### config.mk
export PLATFORM = sky130hd
export DESIGN_NAME = ahb_master_bridge
export DESIGN_NICKNAME = d
export VERILOG_FILES = /design/src/rtl/ahb_master_bridge_pkg.sv /design/src/rtl/ahb_master_bridge_addr_decode.sv /design/src/rtl/ahb_master_bridge.sv
export SDC_FILE = /design/constraint.sdc
export NUM_CORES = 1
export LEC_CHECK = 0
export ABC_CLOCK_PERIOD_IN_PS = 3340
export BUFFER_PORTS_ARGS = -buffer_cell sky130_fd_sc_hd__buf_2
export CORE_MARGIN = 2
export CORE_UTILIZATION = 40
export CTS_BUF_LIST = sky130_fd_sc_hd__clkbuf_8
export CTS_CLUSTER_SIZE = 8
export DETAILED_ROUTE_END_ITERATION = 10
export PLACE_DENSITY = 0.75
export SYNTH_ARGS = -nofsm -noshare
export SYNTH_HDL_FRONTEND = slang
export SYNTH_SLANG_ARGS = --single-unit
export TNS_END_PERCENT = 10
### constraint.sdc
create_clock -name clk -period 3.34 [get_ports clk]
set_input_delay 0.501 -clock clk [delete_from_list [all_inputs] [get_ports clk]]
set_output_delay 0.501 -clock clk [all_outputs]
set_load 0.05 [all_outputs]
### src/rtl/ahb_master_bridge_pkg.sv
// Shared AHB-Lite codes, bridge state encoding and default address map.
package ahb_pkg;

  typedef enum logic [1:0] {
    HTRANS_IDLE   = 2'b00,
    HTRANS_BUSY   = 2'b01,
    HTRANS_NONSEQ = 2'b10,
    HTRANS_SEQ    = 2'b11
  } htrans_e;

  typedef enum logic [2:0] {
    HSIZE_BYTE = 3'b000,
    HSIZE_HALF = 3'b001,
    HSIZE_WORD = 3'b010
  } hsize_e;

  typedef enum logic [1:0] {
    ST_IDLE,
    ST_ADDR,
    ST_DATA,
    ST_RESP_ERR
  } state_e;

  localparam logic [31:0] DEF_ROM_BASE = 32'h0000_0000;
  localparam logic [31:0] DEF_ROM_SIZE = 32'h0001_0000;
  localparam logic [31:0] DEF_RAM_BASE = 32'h1000_0000;
  localparam logic [31:0] DEF_RAM_SIZE = 32'h0001_0000;

endpackage

### src/rtl/ahb_master_bridge_addr_decode.sv
// Combinational address-map decode and request legality check.
module ahb_addr_decode
  import ahb_pkg::*;
#(
  parameter logic [31:0] ROM_BASE = DEF_ROM_BASE,
  parameter logic [31:0] ROM_SIZE = DEF_ROM_SIZE,
  parameter logic [31:0] RAM_BASE = DEF_RAM_BASE,
  parameter logic [31:0] RAM_SIZE = DEF_RAM_SIZE
) (
  input  logic [31:0] addr,
  input  logic [2:0]  size,
  input  logic        write,
  input  logic        fetch,
  output logic        sel_rom,
  output logic        sel_ram,
  output logic        err
);

  logic [31:0] rom_off;
  logic [31:0] ram_off;
  logic        in_rom;
  logic        in_ram;
  logic        misaligned;

  // Region hit via unsigned offset (addresses below base wrap to large offsets),
  // alignment check, then the access-rule violations.
  always_comb begin
    rom_off = addr - ROM_BASE;
    ram_off = addr - RAM_BASE;
    in_rom  = (rom_off < ROM_SIZE);
    in_ram  = (ram_off < RAM_SIZE);
    case (size)
      HSIZE_BYTE: misaligned = 1'b0;
      HSIZE_HALF: misaligned = addr[0];
      HSIZE_WORD: misaligned = |addr[1:0];
      default:    misaligned = 1'b1;
    endcase
    err     = misaligned | ~(in_rom | in_ram) | (write & in_rom) | (fetch & ~in_rom);
    sel_rom = in_rom & ~err;
    sel_ram = in_ram & ~err;
  end

endmodule

### src/rtl/ahb_master_bridge.sv
// AHB-Lite single-transfer initiator between core requests and ROM/RAM slaves.
module ahb_master_bridge
  import ahb_pkg::*;
#(
  parameter logic [31:0] ROM_BASE = DEF_ROM_BASE,
  parameter logic [31:0] ROM_SIZE = DEF_ROM_SIZE,
  parameter logic [31:0] RAM_BASE = DEF_RAM_BASE,
  parameter logic [31:0] RAM_SIZE = DEF_RAM_SIZE,
  parameter int unsigned TIMEOUT  = 255
) (
  input  logic        clk,
  input  logic        reset,
  input  logic        req_valid,
  output logic        req_ready,
  input  logic [31:0] req_addr,
  input  logic        req_write,
  input  logic [31:0] req_wdata,
  input  logic [2:0]  req_size,
  input  logic        req_signed,
  input  logic        req_fetch,
  output logic        rsp_valid,
  output logic [31:0] rsp_rdata,
  output logic        rsp_err,
  output logic        HSEL1,
  output logic        HSEL2,
  output logic [31:0] haddr,
  output logic [31:0] hwdata,
  output logic        hwrite,
  output logic [2:0]  hsize,
  output logic [3:0]  hprot,
  output logic [1:0]  htrans,
  output logic        is_signed,
  input  logic [31:0] instruction,
  input  logic [31:0] load_out,
  input  logic        hready_inst,
  input  logic        hready_data,
  input  logic        hresp_inst,
  input  logic        hresp_data
);

  localparam int unsigned CNT_W = (TIMEOUT < 2) ? 1 : $clog2(TIMEOUT + 1);

  state_e            state_q, state_d;
  htrans_e           htrans_q, htrans_d;
  logic              req_ready_q, req_ready_d;
  logic              rsp_valid_q, rsp_valid_d;
  logic              rsp_err_q, rsp_err_d;
  logic [31:0]       rsp_rdata_q, rsp_rdata_d;
  logic              hsel1_q, hsel1_d;
  logic              hsel2_q, hsel2_d;
  logic [31:0]       haddr_q, haddr_d;
  logic [31:0]       hwdata_q, hwdata_d;
  logic [31:0]       wdata_q, wdata_d;
  logic              hwrite_q, hwrite_d;
  logic [2:0]        hsize_q, hsize_d;
  logic [3:0]        hprot_q, hprot_d;
  logic              is_signed_q, is_signed_d;
  logic [CNT_W-1:0]  wait_cnt_q, wait_cnt_d;
  logic [CNT_W:0]    wait_inc;
  logic              sel_ready;
  logic              sel_resp;
  logic              dec_rom;
  logic              dec_ram;
  logic              dec_err;

  ahb_addr_decode #(
    .ROM_BASE (ROM_BASE),
    .ROM_SIZE (ROM_SIZE),
    .RAM_BASE (RAM_BASE),
    .RAM_SIZE (RAM_SIZE)
  ) u_decode (
    .addr    (req_addr),
    .size    (req_size),
    .write   (req_write),
    .fetch   (req_fetch),
    .sel_rom (dec_rom),
    .sel_ram (dec_ram),
    .err     (dec_err)
  );

  // Next-state and registered-output computation; every bus output is a flop.
  always_comb begin
    state_d     = state_q;
    htrans_d    = htrans_q;
    rsp_valid_d = 1'b0;
    rsp_err_d   = 1'b0;
    rsp_rdata_d = '0;
    hsel1_d     = hsel1_q;
    hsel2_d     = hsel2_q;
    haddr_d     = haddr_q;
    hwdata_d    = hwdata_q;
    wdata_d     = wdata_q;
    hwrite_d    = hwrite_q;
    hsize_d     = hsize_q;
    hprot_d     = hprot_q;
    is_signed_d = is_signed_q;
    wait_cnt_d  = wait_cnt_q;
    wait_inc    = {1'b0, wait_cnt_q} + 1'b1;
    sel_ready   = hsel1_q ? hready_inst : hready_data;
    sel_resp    = hsel1_q ? hresp_inst  : hresp_data;

    case (state_q)
      ST_IDLE: begin
        if (req_valid) begin
          wdata_d = req_wdata;
          if (dec_err) begin
            state_d     = ST_RESP_ERR;
            rsp_valid_d = 1'b1;
            rsp_err_d   = 1'b1;
          end else begin
            state_d     = ST_ADDR;
            htrans_d    = HTRANS_NONSEQ;
            hsel1_d     = dec_rom;
            hsel2_d     = dec_ram;
            haddr_d     = req_addr;
            hwrite_d    = req_write;
            hsize_d     = req_size;
            hprot_d     = {3'b001, ~req_fetch};
            is_signed_d = req_signed;
          end
        end
      end
      ST_ADDR: begin
        state_d    = ST_DATA;
        htrans_d   = HTRANS_IDLE;
        hwdata_d   = wdata_q;
        wait_cnt_d = '0;
      end
      ST_DATA: begin
        if (sel_ready) begin
          state_d     = ST_IDLE;
          rsp_valid_d = 1'b1;
          rsp_err_d   = sel_resp;
          if (!sel_resp && !hwrite_q) begin
            rsp_rdata_d = hsel1_q ? instruction : load_out;
          end
          hsel1_d = 1'b0;
          hsel2_d = 1'b0;
        end else begin
          wait_cnt_d = wait_inc[CNT_W-1:0];
          if (wait_inc == (CNT_W + 1)'(TIMEOUT)) begin
            state_d     = ST_IDLE;
            rsp_valid_d = 1'b1;
            rsp_err_d   = 1'b1;
            hsel1_d     = 1'b0;
            hsel2_d     = 1'b0;
          end
        end
      end
      ST_RESP_ERR: begin
        state_d = ST_IDLE;
      end
      default: begin
        state_d = ST_IDLE;
      end
    endcase

    // Registered ready tracks the state being entered, so it is high exactly in IDLE.
    req_ready_d = (state_d == ST_IDLE);
  end

  // State and output registers with asynchronous active-low clear.
  always_ff @(posedge clk or negedge reset) begin
    if (!reset) begin
      state_q     <= ST_IDLE;
      htrans_q    <= HTRANS_IDLE;
      req_ready_q <= 1'b0;
      rsp_valid_q <= 1'b0;
      rsp_err_q   <= 1'b0;
      rsp_rdata_q <= '0;
      hsel1_q     <= 1'b0;
      hsel2_q     <= 1'b0;
      haddr_q     <= '0;
      hwdata_q    <= '0;
      wdata_q     <= '0;
      hwrite_q    <= 1'b0;
      hsize_q     <= '0;
      hprot_q     <= '0;
      is_signed_q <= 1'b0;
      wait_cnt_q  <= '0;
    end else begin
      state_q     <= state_d;
      htrans_q    <= htrans_d;
      req_ready_q <= req_ready_d;
      rsp_valid_q <= rsp_valid_d;
      rsp_err_q   <= rsp_err_d;
      rsp_rdata_q <= rsp_rdata_d;
      hsel1_q     <= hsel1_d;
      hsel2_q     <= hsel2_d;
      haddr_q     <= haddr_d;
      hwdata_q    <= hwdata_d;
      wdata_q     <= wdata_d;
      hwrite_q    <= hwrite_d;
      hsize_q     <= hsize_d;
      hprot_q     <= hprot_d;
      is_signed_q <= is_signed_d;
      wait_cnt_q  <= wait_cnt_d;
    end
  end

  assign req_ready = req_ready_q;
  assign rsp_valid = rsp_valid_q;
  assign rsp_err   = rsp_err_q;
  assign rsp_rdata = rsp_rdata_q;
  assign HSEL1     = hsel1_q;
  assign HSEL2     = hsel2_q;
  assign haddr     = haddr_q;
  assign hwdata    = hwdata_q;
  assign hwrite    = hwrite_q;
  assign hsize     = hsize_q;
  assign hprot     = hprot_q;
  assign htrans    = htrans_q;
  assign is_signed = is_signed_q;

endmodule

* Yosys cells after proc, flatten, opt, wreduce, memory -nomap -nowiden
Cells that the tools add are included.
** Cells by class
- Add/sub/neg operators :: 2
- $lt $le $gt $ge :: 2
- Equality and inequality tests :: 10
- Mux-type cells :: 32
- Bitwise operators :: 12
- Reduce and logical (&&, ||, !) cells :: 15
** Operators with widths (number)
- $mux W32 :: 4
- $lt A32 B17 Y1 const B :: 2
- $sub A32 B29 Y32 const B :: 1
- $pmux W8 S2 :: 1
- $mux W1 :: 13
- $mux W2 :: 6
- $add A8 B1 Y9 const B :: 1
- $eq A9 B8 Y1 const B :: 1
- $mux W8 :: 1
- $pmux W1 S2 :: 4
- $pmux W2 S4 :: 1
- $ne A2 B2 Y1 const B :: 3
- $reduce_and A3 Y1 :: 2
- $reduce_bool A2 Y1 :: 3
- $and A1 B1 Y1 :: 4
- $eq A2 B2 Y1 const B :: 2
- $logic_not A2 Y1 :: 2
- $not A1 Y1 :: 4
- $or A1 B1 Y1 :: 4
- $pmux W2 S2 :: 1
- $reduce_and A2 Y1 :: 2
- $reduce_and A4 Y1 :: 1
- $eq A3 B1 Y1 const B :: 1
- $eq A3 B2 Y1 const B :: 1
- 7 further kinds :: 8
** Word-level totals
- Flip-flop bits (word level) :: 152
- Output and inout bits :: 112
- Logic and storage cells :: 89

* Longest topological paths before layout
- Depth in word-level cells :: 12
- Mapped depth :: 7
- Gate-level depth less buffers :: 6

* Cells and area by module
From an unflattened synthesis, not the netlist that was laid out.
** Second synthesis, totals
- Cell total of the unflattened synthesis :: 512
- Area total of the unflattened synthesis :: 6433.7 um2
** Modules (own cells, without submodules)
- ahb_master_bridge :: times used 1, cells each 499, area an instance 6334.8 um2
- ahb_addr_decode :: times used 1, cells each 13, area an instance 98.8 um2

* Worst setup path before layout
Ideal clock, no wire load.
- Path kind :: input to register
- Start point :: input port req_size[2]
- End point :: register haddr_q[10] (netlist: haddr[10])
- Setup time :: 125 ps
- Arrival :: 2096 ps
- Required time :: 3215 ps
- Slack :: 1119 ps
- Stages on the path :: 6
- Buffers on the path :: 1
- Cells stage by stage :: nor4_1 > o211ai_1 > or3_4 > nor4_4 > buf_6 > mux2_2
** On the way
- Word-level cells in the longest chain between the ends :: 7
- Elaborated cells between the ends (all ways) :: 9
** Ends and longest elaborated chain
- start, declared :: line ahb_master_bridge.sv:18 : input logic [2:0] req_size,
- $eq A3 B2 Y1 (tied with other cells) :: line ahb_master_bridge_addr_decode.sv:32 : case (size)
- $pmux W1 S3 * :: line ahb_master_bridge_addr_decode.sv:32
- $or A1 B1 Y1 * (3 in a row) :: line ahb_master_bridge_addr_decode.sv:38 : err = misaligned | ~(in_rom | in_ram) | (write & in_rom) | (fetch & ~in_rom);
- $not A1 Y1 (no source line) *
- $reduce_and A3 Y1 (no source line) *
- end signal, assigned :: line ahb_master_bridge.sv:190 : haddr_q <= haddr_d;
- end, declared :: line ahb_master_bridge.sv:51 : logic [31:0] haddr_q, haddr_d;
Every way passes the cells marked *; elsewhere a longest branch is shown, timed or not.
A chain may end at the register's enable or synchronous reset.

* Worst setup path after layout
Ends and elaborated chain as after synthesis.

==> results.md <==
* DR vias/cell at 4.780
* # port buffers at around 250
* Root Buffer: clkbuf_8
* WHS at around 75 ps
* Worst-Skew Late Latency at between 400 and 500 ps
* Worst Tran Pin Value at about 1000 ps
* Final Worst Setup Slack at 1041 ps
* Drt total wl at between 10,000 and 15,000 µm
* Initial antenna violation count at 0
* Overflow after GRT at 0
* Hold Crit Class: primary input to async pin
* Final GP Congestion at about 0.79
* Fill cells at 1,274
* Critical Path AT at roughly 2600 ps
* Fin crit share at between 60% and 70%
* Worst slew margin at 33.78%
* Final Hold Viols at 0
* Synth-to-Final Area Change at 32.13%
* Outcome: finished, final reports clean
* Core area at between 10,000 and 15,000 µm²
* Most common cell after layout, fill and taps aside: buf_2
* Slew Limit Fails at 0
* # setup viols final at 0
* EDFF count, synth at 0
* CP Class: primary input to flop
* CP Capture Type: flop
* First-pass GRT wire length at 23,320 µm
* CP Cell Sequence: buf_2 -> nor4_1 -> o211ai_1 -> or3_4 -> nor4_4 -> buf_4 -> mux2_2
* Commonest cells after routing, fill and taps aside: buf_2, dfrtp_1, nand2_1
* Antenna cells at 0
* WL per Instance at 15.63 µm
* Post-synthesis register bit count at 151
* CTS max path bufs at 2
* Die width at 126.1 µm
* Layout Skew at 8.208 ps
* Synth Instances at between 400 and 500
* Fraction of layout cells with a size suffix above 1 at a little under half
* Top delay family on crit path: simple AND/OR/NAND/NOR gates
* Crit-path slowest cell: or3_4
* H-tree Lvls at 4
* PD cells at 777.5 nW/µm²
* Max Cap Viol at 0
* Synthesized area at between 5000 and 6000 µm²
* Fin util at a little over half
* # DRC at 0
* P_leak at about 4.2 nW
* RSZ-0062 raised after global routing: false
* Worst path max stage delay at approximately 440 ps
* Req. time, crit path at 3660 ps
* Peak supply drop at roughly 0.64 mV
* Antenna Violating Nets Remaining at 0
* Nets@finish at 893
* Detailed placer's ending HPWL at approximately 11,000 µm
* CTS Buf Count at 17
* Achievable Freq at ~0.43 GHz
* Worst path bufs/invs at 2
* Hold buffers post-CTS at 0
* CTS tree: done
* Placed Instances at between 900 and 1,000
* Ys flop type: dfrtp_1
* Async S/R FF share, synth at 100.0%
* FP Rows at 44
* First-pass DRT Iterations at 4
* # resized after CTS at 0
* Clk sinks at 151
* Die span in y at ~130 µm
* Setup TNS at 0 ps
* Die area at between 15,000 and 20,000 µm²
* Post-CTS Setup Bufs at 0
* Initial Util at between 40 and 50%
* Peak fanout along the critical path at 35
* Yosys cell types at 40
* Clock transition at path regs at roughly 80 ps
* Vias at approximately 4,500
* Synth warn at 0
* Register area share after synthesis at 63.38%
* DP Worst Slack at 578.4 ps
* Crit start category: primary input
* Tot GR Track Use at a little under a fifth
* Detailed Route Iter0 Violations at approximately 170
* Total I/O pin count at 253
* Period minus WS final at around 2300 ps
* Non-Filler Instances at between 900 and 1,000
* Vias in the first global route at about 4,500
* Synth Area per Inst at around 12 µm²
* Largest net degree at the start of global routing at just under 80
## sequential cells by signal (all words and copies together), names as in the netlist
| register | count |
|---|---|
| hwdata | 32 |
| rsp_valid | 1 |
| haddr | 32 |
| htrans | 1 |
| wdata_q | 32 |
| hsize | 3 |
| HSEL1 | 1 |
| wait_cnt_q | 8 |
| is_signed | 1 |
| req_ready | 1 |
| rsp_err | 1 |
| state_q | 2 |
| rsp_rdata | 32 |
| hprot | 2 |
| hwrite | 1 |
| HSEL2 | 1 |
## per-stage QoR
stage | total power (W) | cell area, µm²
6_report | 0.006125 | 7878
5_1_grt | 0.006489 | 7878
4_1_cts | 0.006210 | 7878
3_5_place_dp | 0.004565 | 7408
3_3_place_gp | 0.004518 | 7408
2_1_floorplan | 0.003988 | 5969
## layer usage
metal	track usage, %	share of wire (%)
met1	23.31	42
met2	31.09	48
met3	7.009	9.2
met4	6.335	1.3
met5	0	0
## worst register-to-register path, delay by kind of cell (launching register included)
family	cells	cell delay (ps)
buffers and inverters	2	460
flip-flops	1	540
AND/OR/NAND/NOR	3	890
## power by group
| part | switching [W] | internal (W) |
|---|---|---|
| Clock | 0.000694 | 0.000918 |
| Combinational | 0.00138 | 0.000586 |
| Sequential | 0.000264 | 0.00228 |
| Total | 0.00234 | 0.00378 |
## final timing paths
kind	from	depth (start not counted)	slack, ps	to
hold reg to reg	wdata_q[29]$_DFFE_PN0P_	2	470	hwdata[29]$_DFFE_PN0P_
max in group asynchronous	reset	2	2480	HSEL1$_DFFE_PN0P_
hold / removal	reset	1	70	wdata_q[8]$_DFFE_PN0P_
setup / recovery	req_size[2]	7	1040	haddr[10]$_DFFE_PN0P_
setup reg to reg	state_q[1]$_DFF_PN0_	5	1390	hwdata[28]$_DFFE_PN0P_
min in group clk	req_fetch	2	250	hprot[0]$_DFFE_PN0P_
## logic make-up after synthesis
group           synth area share, %
xor+xnor                     0.4408
simple gates                  14.27
mux                           15.74
compound gates                3.064
fa+ha+maj                    0.4197
buf+inv                       2.623
flops                         63.38
other cells                 0.06290
## synthesized netlist by cell type, drive strengths merged, types with 2 or more instances
master,instances,area [µm²]
a21oi,2,10.01
mux2i,33,330.3
nor3,2,15.01
nor2b,17,106.4
clkbuf,14,52.55
or3,3,23.77
or2,2,12.51
nand2,108,405.4
xor2,2,17.52
buf,13,81.33
inv,6,22.52
nand4,2,12.51
nand3,6,30.03
o41ai,2,17.52
mux2,54,608.1
o21ai,13,65.06
nor4,7,58.81
dfrtp,151,3779
a22o,3,26.28
nand2b,2,12.51
ha,2,25.02
nor2,42,157.7
## area by class of cell
type                            count  area (µm²)  share of cell area (%)
Clock buffer                       18       247.7                   3.145
Tap cell                          184       230.2                   2.922
Multi-Input combinational cell    316        2043                   25.94
Sequential cell                   151        3780                   47.98
Timing Repair Buffer              258        1333                   16.92
Clock inverter                     14       221.5                   2.811
Inverter                            6       22.52                  0.2859
Power figures use the tool's default switching activity.
